===== src/rtl/div_subshift_multi.sv =====
// ============================================================================
// Module   : div_subshift_multi
// Brief    : Iterative restoring divider, signed/unsigned, STEPS quotient bits
//            per cycle, valid/ready in and out.
//            Optional macro DIV_SUBSHIFT_MULTI_EARLY_EXIT_EN skips iteration
//            when the quotient magnitude is trivially zero.
// Revision : 1.0 - initial release
// ============================================================================
`default_nettype none

module div_subshift_multi #(
    parameter int DATA_W = 32,
    parameter int STEPS  = 1
) (
    input  logic              clk,
    input  logic              rst,
    input  logic              in_valid,
    output logic              in_ready,
    input  logic              sign,
    input  logic [DATA_W-1:0] dividend,
    input  logic [DATA_W-1:0] divisor,
    output logic              out_valid,
    input  logic              out_ready,
    output logic [DATA_W-1:0] quotient,
    output logic [DATA_W-1:0] remainder,
    output logic              div_by_zero
);

    localparam int c_ITERS = DATA_W / STEPS;
    localparam int c_CNT_W = $clog2(c_ITERS + 1);
    localparam logic [c_CNT_W-1:0] c_LAST = c_CNT_W'(c_ITERS - 1);

    localparam logic [1:0] c_IDLE = 2'd0;
    localparam logic [1:0] c_ITER = 2'd1;
    localparam logic [1:0] c_FIX  = 2'd2;
    localparam logic [1:0] c_OUT  = 2'd3;

    logic [1:0]         r_state;
    logic [c_CNT_W-1:0] r_cnt;
    // r_dq starts as the dividend magnitude and fills with quotient bits from the LSB
    logic [DATA_W-1:0]  r_dq;
    logic [DATA_W-1:0]  r_prem;
    logic [DATA_W-1:0]  r_dvs_mag;
    logic [DATA_W-1:0]  r_dvd_raw;
    logic               r_dvd_neg;
    logic               r_dvs_neg;
    logic               r_dbz;
    logic [DATA_W-1:0]  r_quotient;
    logic [DATA_W-1:0]  r_remainder;
    logic               r_div_by_zero;

    logic [DATA_W-1:0]  w_dvd_mag;
    logic [DATA_W-1:0]  w_dvs_mag;
    logic               w_dvd_neg;
    logic               w_dvs_neg;
    logic               w_dbz;

    logic [STEPS:0][DATA_W-1:0] w_rem;
    logic [STEPS:0][DATA_W-1:0] w_q;

    always_comb begin
        w_dvd_neg = sign & dividend[DATA_W-1];
        w_dvs_neg = sign & divisor[DATA_W-1];
        w_dvd_mag = w_dvd_neg ? (~dividend + 1'b1) : dividend;
        w_dvs_mag = w_dvs_neg ? (~divisor + 1'b1) : divisor;
        w_dbz     = (divisor == '0);
    end

    assign w_rem[0] = r_prem;
    assign w_q[0]   = r_dq;

    genvar gi;
    generate
        for (gi = 0; gi < STEPS; gi++) begin : g_step
            logic [DATA_W:0]   w_shift;
            logic [DATA_W-1:0] w_diff;
            logic              w_ge;
            // Compare at DATA_W+1 bits; when w_ge the true difference fits DATA_W bits
            assign w_shift = {w_rem[gi], w_q[gi][DATA_W-1]};
            assign w_ge    = (w_shift >= {1'b0, r_dvs_mag});
            assign w_diff  = w_shift[DATA_W-1:0] - r_dvs_mag;
            assign w_rem[gi+1] = w_ge ? w_diff : w_shift[DATA_W-1:0];
            assign w_q[gi+1]   = {w_q[gi][DATA_W-2:0], w_ge};
        end
    endgenerate

    always_ff @(posedge clk) begin
        if (rst) begin
            r_state       <= c_IDLE;
            r_cnt         <= '0;
            r_dq          <= '0;
            r_prem        <= '0;
            r_dvs_mag     <= '0;
            r_dvd_raw     <= '0;
            r_dvd_neg     <= 1'b0;
            r_dvs_neg     <= 1'b0;
            r_dbz         <= 1'b0;
            r_quotient    <= '0;
            r_remainder   <= '0;
            r_div_by_zero <= 1'b0;
        end else begin
            case (r_state)
                c_IDLE: begin
                    if (in_valid) begin
                        r_dvs_mag <= w_dvs_mag;
                        r_dvd_raw <= dividend;
                        r_dvd_neg <= w_dvd_neg;
                        r_dvs_neg <= w_dvs_neg;
                        r_dbz     <= w_dbz;
                        r_cnt     <= '0;
`ifdef DIV_SUBSHIFT_MULTI_EARLY_EXIT_EN
                        if (w_dbz || (w_dvd_mag < w_dvs_mag)) begin
                            r_dq    <= '0;
                            r_prem  <= w_dvd_mag;
                            r_state <= c_FIX;
                        end else begin
                            r_dq    <= w_dvd_mag;
                            r_prem  <= '0;
                            r_state <= c_ITER;
                        end
`else
                        r_dq    <= w_dvd_mag;
                        r_prem  <= '0;
                        r_state <= c_ITER;
`endif
                    end
                end
                c_ITER: begin
                    r_prem <= w_rem[STEPS];
                    r_dq   <= w_q[STEPS];
                    r_cnt  <= r_cnt + 1'b1;
                    if (r_cnt == c_LAST) begin
                        r_state <= c_FIX;
                    end
                end
                c_FIX: begin
                    if (r_dbz) begin
                        r_quotient    <= '1;
                        r_remainder   <= r_dvd_raw;
                        r_div_by_zero <= 1'b1;
                    end else begin
                        // Overflow case (-2^(W-1) / -1) wraps to the required pattern
                        r_quotient    <= (r_dvd_neg ^ r_dvs_neg) ? (~r_dq + 1'b1) : r_dq;
                        r_remainder   <= r_dvd_neg ? (~r_prem + 1'b1) : r_prem;
                        r_div_by_zero <= 1'b0;
                    end
                    r_state <= c_OUT;
                end
                c_OUT: begin
                    if (out_ready) begin
                        r_state <= c_IDLE;
                    end
                end
                default: r_state <= c_IDLE;
            endcase
        end
    end

    assign in_ready    = (r_state == c_IDLE);
    assign out_valid   = (r_state == c_OUT);
    assign quotient    = r_quotient;
    assign remainder   = r_remainder;
    assign div_by_zero = r_div_by_zero;

endmodule

`default_nettype wire


===== config.mk =====
export PLATFORM = sky130hd
export DESIGN_NAME = div_subshift_multi
export DESIGN_NICKNAME = d
export VERILOG_FILES = /design/src/rtl/div_subshift_multi.sv
export SDC_FILE = /design/constraint.sdc
export NUM_CORES = 1
export LEC_CHECK = 0
export ABC_CLOCK_PERIOD_IN_PS = 4300
export BUFFER_PORTS_ARGS = -buffer_cell sky130_fd_sc_hd__clkbuf_2
export CAP_MARGIN = 20
export CORE_MARGIN = 5
export CORE_UTILIZATION = 45
export CTS_CLUSTER_DIAMETER = 100
export DETAILED_ROUTE_END_ITERATION = 12
export PLACE_DENSITY = 0.67
export SYNTH_ARGS = -nofsm -noshare
export SYNTH_HDL_FRONTEND = slang
export SYNTH_SLANG_ARGS = --single-unit

===== constraint.sdc =====
create_clock -name clk -period 4.3 [get_ports clk]
set_clock_uncertainty 0.1 [all_clocks]
set_input_delay 0 -clock clk [delete_from_list [all_inputs] [get_ports clk]]
set_output_delay 0 -clock clk [all_outputs]
set_load 0.01 [all_outputs]

== Word-level counts from Yosys, hierarchy flattened ==
Cells that the tools add are included.
Storage, ports and cells
  bits in registers: 204
  input bits: 69
  output and inout bits: 67
  logic and storage cells: 57
Cells by class
  add/subtract/negate cells: 6
  magnitude comparators: 1
  eq/ne operators: 7
  mux-type cells: 18
  bitwise gates (word level): 7
  reductions and logical operators: 6
Operators by type and width (number)
  two-way mux 32 bit: 9
  adder 32 x 1 -> 32 bit, second input constant: 4
  NOT 32 bit: 4
  case mux 32 bit (2 select lines): 2
  greater-or-equal comparator 33 x 32 -> 1 bit: 1
  zero test 32 bit: 1
  subtractor 32 bit: 1
  case mux 6 bit (2 select lines): 1
  case mux 2 bit (4 select lines): 1
  adder 6 x 1 -> 6 bit, second input constant: 1
  equality test 6 x 5 -> 1 bit, second input constant: 1
  two-way mux 2 bit: 3
  two-way mux 6 bit: 1
  equality test 2 bit, second input constant: 2
  inequality test 2 bit, second input constant: 2
  AND reduction 2 bit: 2
  AND reduction 3 bit: 1
  bitwise AND 1 bit: 2
  equality test 2 x 1 -> 1 bit, second input constant: 1
  zero test 2 bit: 1
  inequality test 2 x 1 -> 1 bit, second input constant: 1
  nonzero test 2 bit: 1
  two-way mux 1 bit: 1
  XOR 1 bit: 1

== Longest topological paths before layout ==
Gate-level depths: netlist (run 1).
  word-level depth: 5
  depth in mapped cells: 13
  depth with buffers taken out: 13

== Worst setup path after synthesis (run 1) ==
Ideal clock, no wire load.
  kind: flip-flop to flip-flop
  start point: register r_dq[31]
  end point: register r_prem[30]
  setup time: 0.122 ns
  arrival: 2.668 ns
  required time: 4.078 ns
  setup slack: 1.410 ns
  cell stages (with the launch flop): 14
  path buffers: 0
  period minus slack after synthesis: 2.890 ns
  cell sequence: dfxtp_1 inv_1 ha_1 inv_1 fa_1 a21o_1 a221oi_2 a211o_1 o21ai_1 a21o_1 nor3b_1 o41a_1 xnor2_1 o21ai_1
Between the ends
  cells in the longest elaborated chain, start to end: 3
  elaborated cells between the ends (all ways): 4
  classes of those cells: add/sub: 1; order compare: 1; mux: 2
RTL lines
  from (decl): RTL line 41  | logic [DATA_W-1:0] r_dq;
  from (signal assigned): RTL line 122  | r_dq <= w_dvd_mag;
  from (signal assigned): RTL line 130  | r_dq <= w_q[STEPS];
  subtractor 32 bit / greater-or-equal comparator 33 x 32 -> 1 bit (equally long branches): RTL line 81, 80
  two-way mux 32 bit (*): RTL line 82  | assign w_rem[gi+1] = w_ge ? w_diff : w_shift[DATA_W-1:0];
  case mux 32 bit (2 select lines) (*): RTL line 102  | case (r_state)
  to (signal assigned): RTL line 129  | r_prem <= w_rem[STEPS];
  to (decl): RTL line 42  | logic [DATA_W-1:0] r_prem;
Mark *: on every way between the ends. The rest lies on a longest branch, timed or not.
A chain may end at the register's enable or synchronous reset.

== Worst setup path after layout (run 1) ==
  start point: input port divisor[1]
  end point: register r_dvs_mag[30]
Between the ends
  cells in the longest elaborated chain, start to end: 3
RTL lines
  from (decl): RTL line 21  | input logic [DATA_W-1:0] divisor,
  NOT 32 bit: RTL line 65  | w_dvs_mag = w_dvs_neg ? (~divisor + 1'b1) : divisor;
  adder 32 x 1 -> 32 bit: RTL line 65
  two-way mux 32 bit: RTL line 65
  to (signal assigned): RTL line 105  | r_dvs_mag <= w_dvs_mag;
  to (decl): RTL line 43  | logic [DATA_W-1:0] r_dvs_mag;
No other way between the ends.

==> results.md, run 1 <==
- The worst pin sits at a relative slew slack of 0.373.
- The average instance area after synthesis is about 7.7 sq um.
- The worst register-to-register path ends at r_dvs_mag[31].
- The initial antenna violation count is 0.
- The number of endpoints with negative hold slack in the final report is 0.
- The row count is 60.
- At the end of routability-driven placement, the weighted congestion stood at 0.968.
- Along the worst hold path, the cell count comes to 4.
- The total chip power is around 8.5 mW.
- Summing all non-filler instances in the final layout gives an area of 15000 sq um.
- The number of enable flip-flop cells after synthesis is 0.
- The overall die area is 30800 sq um.
- The total clock buffers created by CTS is 24.
- In this run the number of H-tree levels came out at 1.
- Of the total synthesized cell area, the portion taken by XOR and XNOR cells is 0.104.
- Summing all placed instances gives a cell area of ~13000 sq um.
- The pre-CTS setup slack is 1110 ps.
- Measured along the y axis, the die boundary spans approximately 180 um.
- The final worst-path setup slack is around 400 ps.
- After detailed routing, the number of vias per cell comes to 5.65.
- For this run, the register share of the synthesized area comes to 0.331.
- The share of total power dissipated in the clock network is 0.243.
- Entering global routing, the biggest net connects 110 pins.
- The clock latency at the later pin of the worst-skew pair is 510 ps.
- The clock slew at the register clock pins of the worst setup and hold paths is roughly 60 ps.
- In this run the remaining antenna-violating nets after routing total 0.
- The net switching power of the design is ~3.5 mW.
- The worst hold path terminates at r_dvs_mag[0].
- The number of primary I/O pins is 136.
- The number of nets in the synthesized netlist is around 1700.
- The most common flop cell mapped by yosys is sky130_fd_sc_hd__dfxtp_1.
- After synthesis, the cell types taking the most area are sky130_fd_sc_hd__dfxtp_1 33%, sky130_fd_sc_hd__nand2_1 7.6%, sky130_fd_sc_hd__xor2_1 5.8%, sky130_fd_sc_hd__o21ai_0 5.4%, sky130_fd_sc_hd__nor2_1 5.4%.
- After synthesis, the largest family of logic cells by area is compound AO/OA/AOI/OAI gates.
- The average detailed-routed wire length per instance is 16.9 um.
- The count of cell types in the netlist is between 70 and 80.
- Setup violations remaining at the end of the flow were counted as 0.
- After the first detailed-routing iteration, the DRC count stood at 912.
- The total area inside the core boundary comes to 27000 sq um.
- The number of global-route vias before repair is 11400.
- The number of search-and-repair iterations in the first detailed-routing pass is 5.
- The final critical-path required period is approximately 4000 ps.
- The path category of the worst min-delay check is primary input to register.
- The most common library cell in the layout ignoring fill and taps is sky130_fd_sc_hd__nand2_1.
- The startpoint of the tightest hold check path is divisor[0].
- In the final layout, the share of cells above drive strength 1 is 0.132.
- The reported max-cap violation count is 0.
- The cell count after synthesis is 1601.
- The portion of netlist area occupied by mux cells is 0.0333.
- At the worst endpoint, the required time is roughly 4700 ps.
- The wire-length estimate of the detail-placed layout is 25800 um.
- The worst setup path is launched from a primary input.
- The leakage power figure is 5.98 nW.
- The kind of critical path is primary input to register.
- The count of instances resized after the clock tree is built is 0.
- The final max-slew violation count was 0.
- The worst-case register-to-register setup slack is 910 ps.
- For this block, the via count after detailed routing is around 12000.
- The library cells used most frequently in the layout, excluding fill and tap cells, are 248 x sky130_fd_sc_hd__nand2_1, 203 x sky130_fd_sc_hd__dfxtp_1, 176 x sky130_fd_sc_hd__nor2_1.
- The arrival time at the worst endpoint is about 4300 ps.
- The share of flip-flops with an asynchronous set or reset after synthesis is 0.
- Setup repair after global routing left no endpoint under its margin.
- The clock tree from TritonCTS is built.
- The share of total power dissipated in sequential elements is 0.312.
- The capturing element type of the critical path is a register.
- Internal power comes to slightly above 5 mW.
- The total congestion overflow is 0.
- The layout net count is 1883.
- The fraction of the mapped netlist area in compound gates is 0.228.
- The first global-routing pass estimated 58300 um of wire.
- The flow ran to the end, and the final reports show no timing, DRC or antenna violations.
- The startpoint identified for the worst register-to-register timing path is r_state[0].
- After detailed routing, the number of remaining DRC violations is 0.
- The biggest fanout along the worst timing path is 6.
- The initial cell density of the core is 0.457.
- For this run, the total global-route usage over all layers was measured as 0.226.
- The maximum achievable frequency is roughly 260 MHz.
- Relative to the synthesized area, the layout overhead comes to 21.3%.
- The sum of negative setup slack is 0 ps.
- The count of cells along the worst register-to-register path is 8.
- In this run the power density over the cells is roughly 570 nW/um^2.
- The slew at the pin closest to its max-slew limit is 941 ps.
- 0 antenna diodes ended up in the layout.
- The dominant cell type by area after synthesis is sky130_fd_sc_hd__dfxtp_1.
- The maximum clock path buffer count is 3.
- The top-area cell type share of the netlist area is 0.331.
- The horizontal die dimension is 176 um.
- Synthesis inferred 204 register bits.
- The final routed wirelength across all metal layers is 35900 um.
- Of the total synthesized cell area, the portion taken by AND, OR, NAND and NOR gates is 0.209.
- Of the available clock period, the critical path in the final layout requires 0.909.
- The clock net in this run drives a total of 204 sinks.
- The count of port buffers added during placement is about 140.
- Of the total power, the share spent switching nets is 0.405.
- The share of total power in combinational logic is 0.446.
- Of the total synthesized cell area, the portion taken by full adders, half adders and majority gates is 0.0432.
- Yosys printed 0 warnings.
- IR analysis of the VDD net gives a maximum drop of 287 uV.
- The synthesized area is 12300 sq um.
- CTS placed an instance of sky130_fd_sc_hd__clkbuf_16 at the clock tree root.
## per-layer routing
layer	wire, um	GRT usage
met1	16100	0.308
met2	16300	0.368
met3	2250	0.0265
met4	1260	0.0845
met5	0	0
## worst max-delay path, stage by stage
cell and delay [ps]:
sky130_fd_sc_hd__dlygate4sd3_1 540, sky130_fd_sc_hd__clkbuf_2 130, sky130_fd_sc_hd__inv_1 50, sky130_fd_sc_hd__ha_1 160, sky130_fd_sc_hd__nand2b_1 90, sky130_fd_sc_hd__or4b_1 550, sky130_fd_sc_hd__or4_4 540, sky130_fd_sc_hd__nor4_4 270
sky130_fd_sc_hd__and2_1 310, sky130_fd_sc_hd__a31oi_1 150, sky130_fd_sc_hd__xnor2_1 160, sky130_fd_sc_hd__dlygate4sd3_1 550, sky130_fd_sc_hd__a211oi_1 210, sky130_fd_sc_hd__dlygate4sd3_1 560
## sequential cells by signal (all words and copies together), names as in the netlist
register / count
quotient: 32
r_dq: 32
r_dvs_mag: 32
r_dvd_raw: 32
r_dbz: 1
r_prem: 32
r_cnt: 6
div_by_zero: 1
r_dvd_neg: 1
remainder: 32
r_state: 2
r_dvs_neg: 1
## kinds of logic (layout without fill, tap and decap cells)
family / count (synthesis) / count (layout)
compound gates: 452 / 452
xor+xnor: 147 / 147
buf+inv: 156 / 342
flops: 204 / 204
fa+ha+maj: 42 / 42
mux: 41 / 41
simple gates: 559 / 559
## synthesized netlist by cell type (all sizes together), types with 4 or more instances
cell type	number
nand4	9
xor2	81
ha	41
xnor2	66
and3	5
or2	5
mux2i	41
nor3b	4
or3b	5
or3	21
o221ai	6
or4	15
o41ai	15
nand2b	15
nand3	13
nand2	248
and2	7
a21o	20
a311oi	10
inv	55
nor4	14
dfxtp	204
nor3	12
a31oi	9
nor2	177
o21ai	145
clkbuf	79
a211oi	41
a21oi	133
o22ai	24
o31ai	24
buf	22
o211ai	9
## power by group through the flow
| stage | clock [mW] | combinational (mW) | sequential (mW) |
|---|---|---|---|
| final | 2.07 | 3.80 | 2.66 |
| after global routing | 2.19 | 4.21 | 2.72 |
| after CTS | 2.10 | 3.77 | 2.66 |
| after detailed placement | 0 | 3.64 | 2.69 |
| after global placement | 0 | 3.59 | 2.68 |
| after floorplan | 0 | 2.73 | 2.64 |
## through the flow
| stage | instances | hold WS [ps] | utilization |
|---|---|---|---|
| 6_report | 2128 | 223 | 0.555 |
| 2_1_floorplan | 1601 | 36.0 | - |
| 3_3_place_gp | 1992 | 183 | 0.490 |
| 4_1_cts | 2128 | 206 | 0.555 |
| 5_1_grt | 2128 | 234 | 0.555 |
| 3_5_place_dp | 1992 | 189 | 0.490 |
## repair_timing
item | CTS | global route
hold buffers | 95 | 0
hold endpoints to repair | 107 | 0
buffers inserted | 0 | 0
## layout make-up
cell class	count	area (sq um)
Tap cell	341	427
Timing Repair Buffer	246	1770
Multi-Input combinational cell	1241	7660
Clock buffer	36	727
Fill cell	2510	12000
Clock inverter	5	78.8
Sequential cell	204	4090
Inverter	55	206
## worst max-delay path by stage
| stage | to | cells past startpoint | slack [ps] | startpoint |
|---|---|---|---|---|
| after CTS | r_dvs_mag[30] | 14 | 430 | divisor[0] |
| after detailed placement | r_prem[0] | 11 | 1110 | r_prem[3] |
| after global routing | r_dvs_mag[30] | 14 | 210 | divisor[0] |
| after floorplan | r_prem[30] | 13 | 1410 | r_dq[31] |
| final | r_dvs_mag[30] | 14 | 390 | divisor[1] |
| after global placement | r_prem[0] | 11 | 1140 | r_prem[3] |
(Power assumes the default switching activity.)
==> run 2: changes to the inputs <==
--- a/config.mk
+++ b/config.mk
@@ -11,6 +11,7 @@
 export CORE_MARGIN = 5
 export CORE_UTILIZATION = 45
 export CTS_CLUSTER_DIAMETER = 100
+export CTS_CLUSTER_SIZE = 16
 export DETAILED_ROUTE_END_ITERATION = 12
 export PLACE_DENSITY = 0.67
 export SYNTH_ARGS = -nofsm -noshare
==> constraint.sdc (replaced) <==
create_clock -name clk -period 4.3 [get_ports clk]
set_clock_uncertainty 0.1 [all_clocks]
set_input_delay 0.43 -clock clk [delete_from_list [all_inputs] [get_ports clk]]
set_output_delay 0.43 -clock clk [all_outputs]
set_load 0.01 [all_outputs]
==> results.md, run 2 (same netlist as run 1, synthesis figures left out) <==
- The growth of design area from synthesis to finish is 10.6% (was 21.3%).
- The residual antenna-violating net count after detailed routing came to 0 (unchanged).
- The count of port buffers added during placement is 135 (unchanged).
- The maximum clock path buffer count is 3 (unchanged).
- The row count is 60 (unchanged).
- The biggest fanout along the worst timing path is 23 (was 6).
- The element type at the critical path start is a register (was primary input).
- The initial antenna violation count came to 0 (unchanged).
- The maximum number of pins on one net before global-route repair is 78 (was 110).
- The post-detailed-placement half-perimeter wirelength is 26000 um (was 25800 um).
- The final critical-path required period is 3260 ps (was 3910 ps).
- RSZ-0062 raised after global routing: no (unchanged).
- The kind of cell with the highest combined delay on the critical path is compound AO/OA/AOI/OAI gates (was buffers and inverters).
- The final routed wirelength across all metal layers is 34500 um (was 35900 um).
- The most common library cell in the layout ignoring fill and taps is sky130_fd_sc_hd__nand2_1 (unchanged).
- The remaining design rule violation count came to 0 (unchanged).
- The slew at the pin closest to its max-slew limit is 1010 ps (was 941 ps).
- The overall die area is 30800 sq um (unchanged).
- The total congestion overflow is 0 (unchanged).
- The total chip power came to 7.72 mW (was 8.53 mW).
- The sum of negative setup slack was 0 ps (unchanged).
- The number of DRC violations after detailed-routing iteration 0 was 858 (was 912).
- The combined area of the multi-input logic cells came to 7660 sq um (unchanged).
- The cell with the largest stage delay on the worst path is sky130_fd_sc_hd__o21ai_4 (was sky130_fd_sc_hd__dlygate4sd3_1).
- The clock latency at the later pin of the worst-skew pair is 480 ps (was 510 ps).
- The count of fill cells added during filler insertion is 2676 (was 2510).
- The data required time at the worst endpoint came to 4610 ps (was 4660 ps).
- The standard cell core area is 27000 sq um (unchanged).
- The number of endpoints with negative hold slack in the final report is 0 (unchanged).
- The horizontal die dimension came to 176 um (unchanged).
- The number of buffers inserted by post-CTS setup repair is 0 (unchanged).
- The average detailed-routed wire length per instance is 17.1 um (was 16.9 um).
- Commonest non-fill, non-tap cells in the layout: 248 x sky130_fd_sc_hd__nand2_1, 203 x sky130_fd_sc_hd__dfxtp_1, 176 x sky130_fd_sc_hd__nor2_1 (unchanged).
- The critical path's most frequent cell is sky130_fd_sc_hd__a21oi_1 (was sky130_fd_sc_hd__dlygate4sd3_1).
- The setup violation total in the final timing report is 0 (unchanged).
- The final period utilization came to 0.758 (was 0.909).
- The maximum VDD drop is 339 uV (was 287 uV).
- The capturing element type of the critical path is a register (unchanged).
- The clock tree from TritonCTS is built (unchanged).
- The ratio of cells with drive above 1 in the final layout is 0.130 (was 0.132).
- The power per unit of standard cell area is 567 nW/um^2 (was 571 nW/um^2).
- The wire length of the first global-routing pass is 55000 um (was 58300 um).
- The number of primary I/O pins came to 136 (unchanged).
- The count of clock tree sinks came to 204 (unchanged).
- The reported max-cap violation count is 0 (unchanged).
- The number of search-and-repair iterations in the first detailed-routing pass is 5 (unchanged).
- The initial cell density of the core is 0.457 (unchanged).
- The arrival time at the worst endpoint came to 3570 ps (was 4270 ps).
- The number of vias per cell is 5.65 (about the same).
- The antenna cell count came to 0 (unchanged).
- The area used by sequential logic in the layout is 4090 sq um (unchanged).
- The global routing usage summed across all routing layers is 0.215 (was 0.226).
- The kind of critical path is register to register (was primary input to register).
- The vertical die dimension came to 176 um (unchanged).
- The final max-slew violation count is 0 (unchanged).
- The maximum achievable frequency is 307 MHz (was 256 MHz).
- The total clock buffers created by CTS is 16 (was 24).
- The path category of the worst min-delay check is primary input to register (unchanged).
- Result of the run: completed (unchanged).
- The via count of the routed design is 11400 (was 12000).
- The count of hold-fix buffers inserted at cts is 0 (was 95).
- The clock tree root driver cell is sky130_fd_sc_hd__clkbuf_16 (unchanged).
- Ordered cell list for the critical path: ha_1, o211ai_1, a21oi_1, o2111a_1, a21o_1, a21oi_2, o21ai_4, buf_4, nor2_1, a211o_1, a21oi_1 (was dlygate4sd3_1, clkbuf_2, inv_1, ha_1, nand2b_1, or4b_1, or4_4, nor4_4, and2_1, a31oi_1, xnor2_1, dlygate4sd3_1, a211oi_1, dlygate4sd3_1).
- The layout net count is 1781 (was 1883).
- The final weighted congestion in routability-driven placement was 0.917 (was 0.968).
- The clock slew at the register clock pins of the worst setup and hold paths is 70 ps (was 60 ps).
- The worst max-slew margin expressed relative to the limit is 0.328 (was 0.373).
- The leakage power figure is 5.38 nW (was 5.98 nW).
- The sum of buffers and inverters on the critical path was 1 (was 5).
- The number of global-route vias before repair is 10300 (was 11400).
- The number of H-tree levels is 1 (unchanged).
- The count of instances resized after the clock tree is built came to 0 (unchanged).
- The delay of the slowest cell on the worst path is 500 ps (was 560 ps).
run 2: final cells by class:
cell class / instances / share of cell area
Multi-Input combinational cell: 1241 / 0.562
Sequential cell: 204 / 0.300
Timing Repair Buffer: 152 / 0.0591
Clock buffer: 20 / 0.0328
Tap cell: 341 / 0.0313
Inverter: 55 / 0.0151
run 2: tightest hold or removal path, stage by stage:
cell,delay [ps]
sky130_fd_sc_hd__clkbuf_2,110
sky130_fd_sc_hd__nand2_1,60
sky130_fd_sc_hd__a21oi_1,50
run 2: power breakdown:
part,switching [mW],internal (mW)
Sequential,0.355,2.30
Combinational,2.25,1.40
Clock,0.691,0.726
run 2: layer usage:
layer,global-route usage,up-vias,part of all wire
li1,-,5745,-
met2,0.353,360,0.45
met1,0.304,5232,0.47
met4,0.0526,0,0.024
met5,0,-,0
met3,0.0224,46,0.062
run 2: metrics by stage:
step	utilization	hold slack (ps)	worst slack, ps	std cells	cell area [sq um]
after detailed placement	0.489	346	1070	1993	13200
after global routing	0.506	115	787	2013	13600
final	0.506	117	1040	2013	13600
after global placement	0.489	341	1120	1993	13200
after floorplan	-	332	1410	1601	12300
after CTS	0.506	95.3	1060	2013	13600
run 2: path summary, 6_finish.rpt:
check | end | slack [ps] | from | cells past startpoint
worst max-delay path | r_dq[0] | 1040 | r_prem[2] | 11
worst min-delay path | r_dvd_raw[25] | 120 | dividend[25] | 3
worst max register to register | r_dq[0] | 1040 | r_prem[2] | 11
worst min register to register | r_dvd_raw[2] | 350 | r_dvd_raw[2] | 2
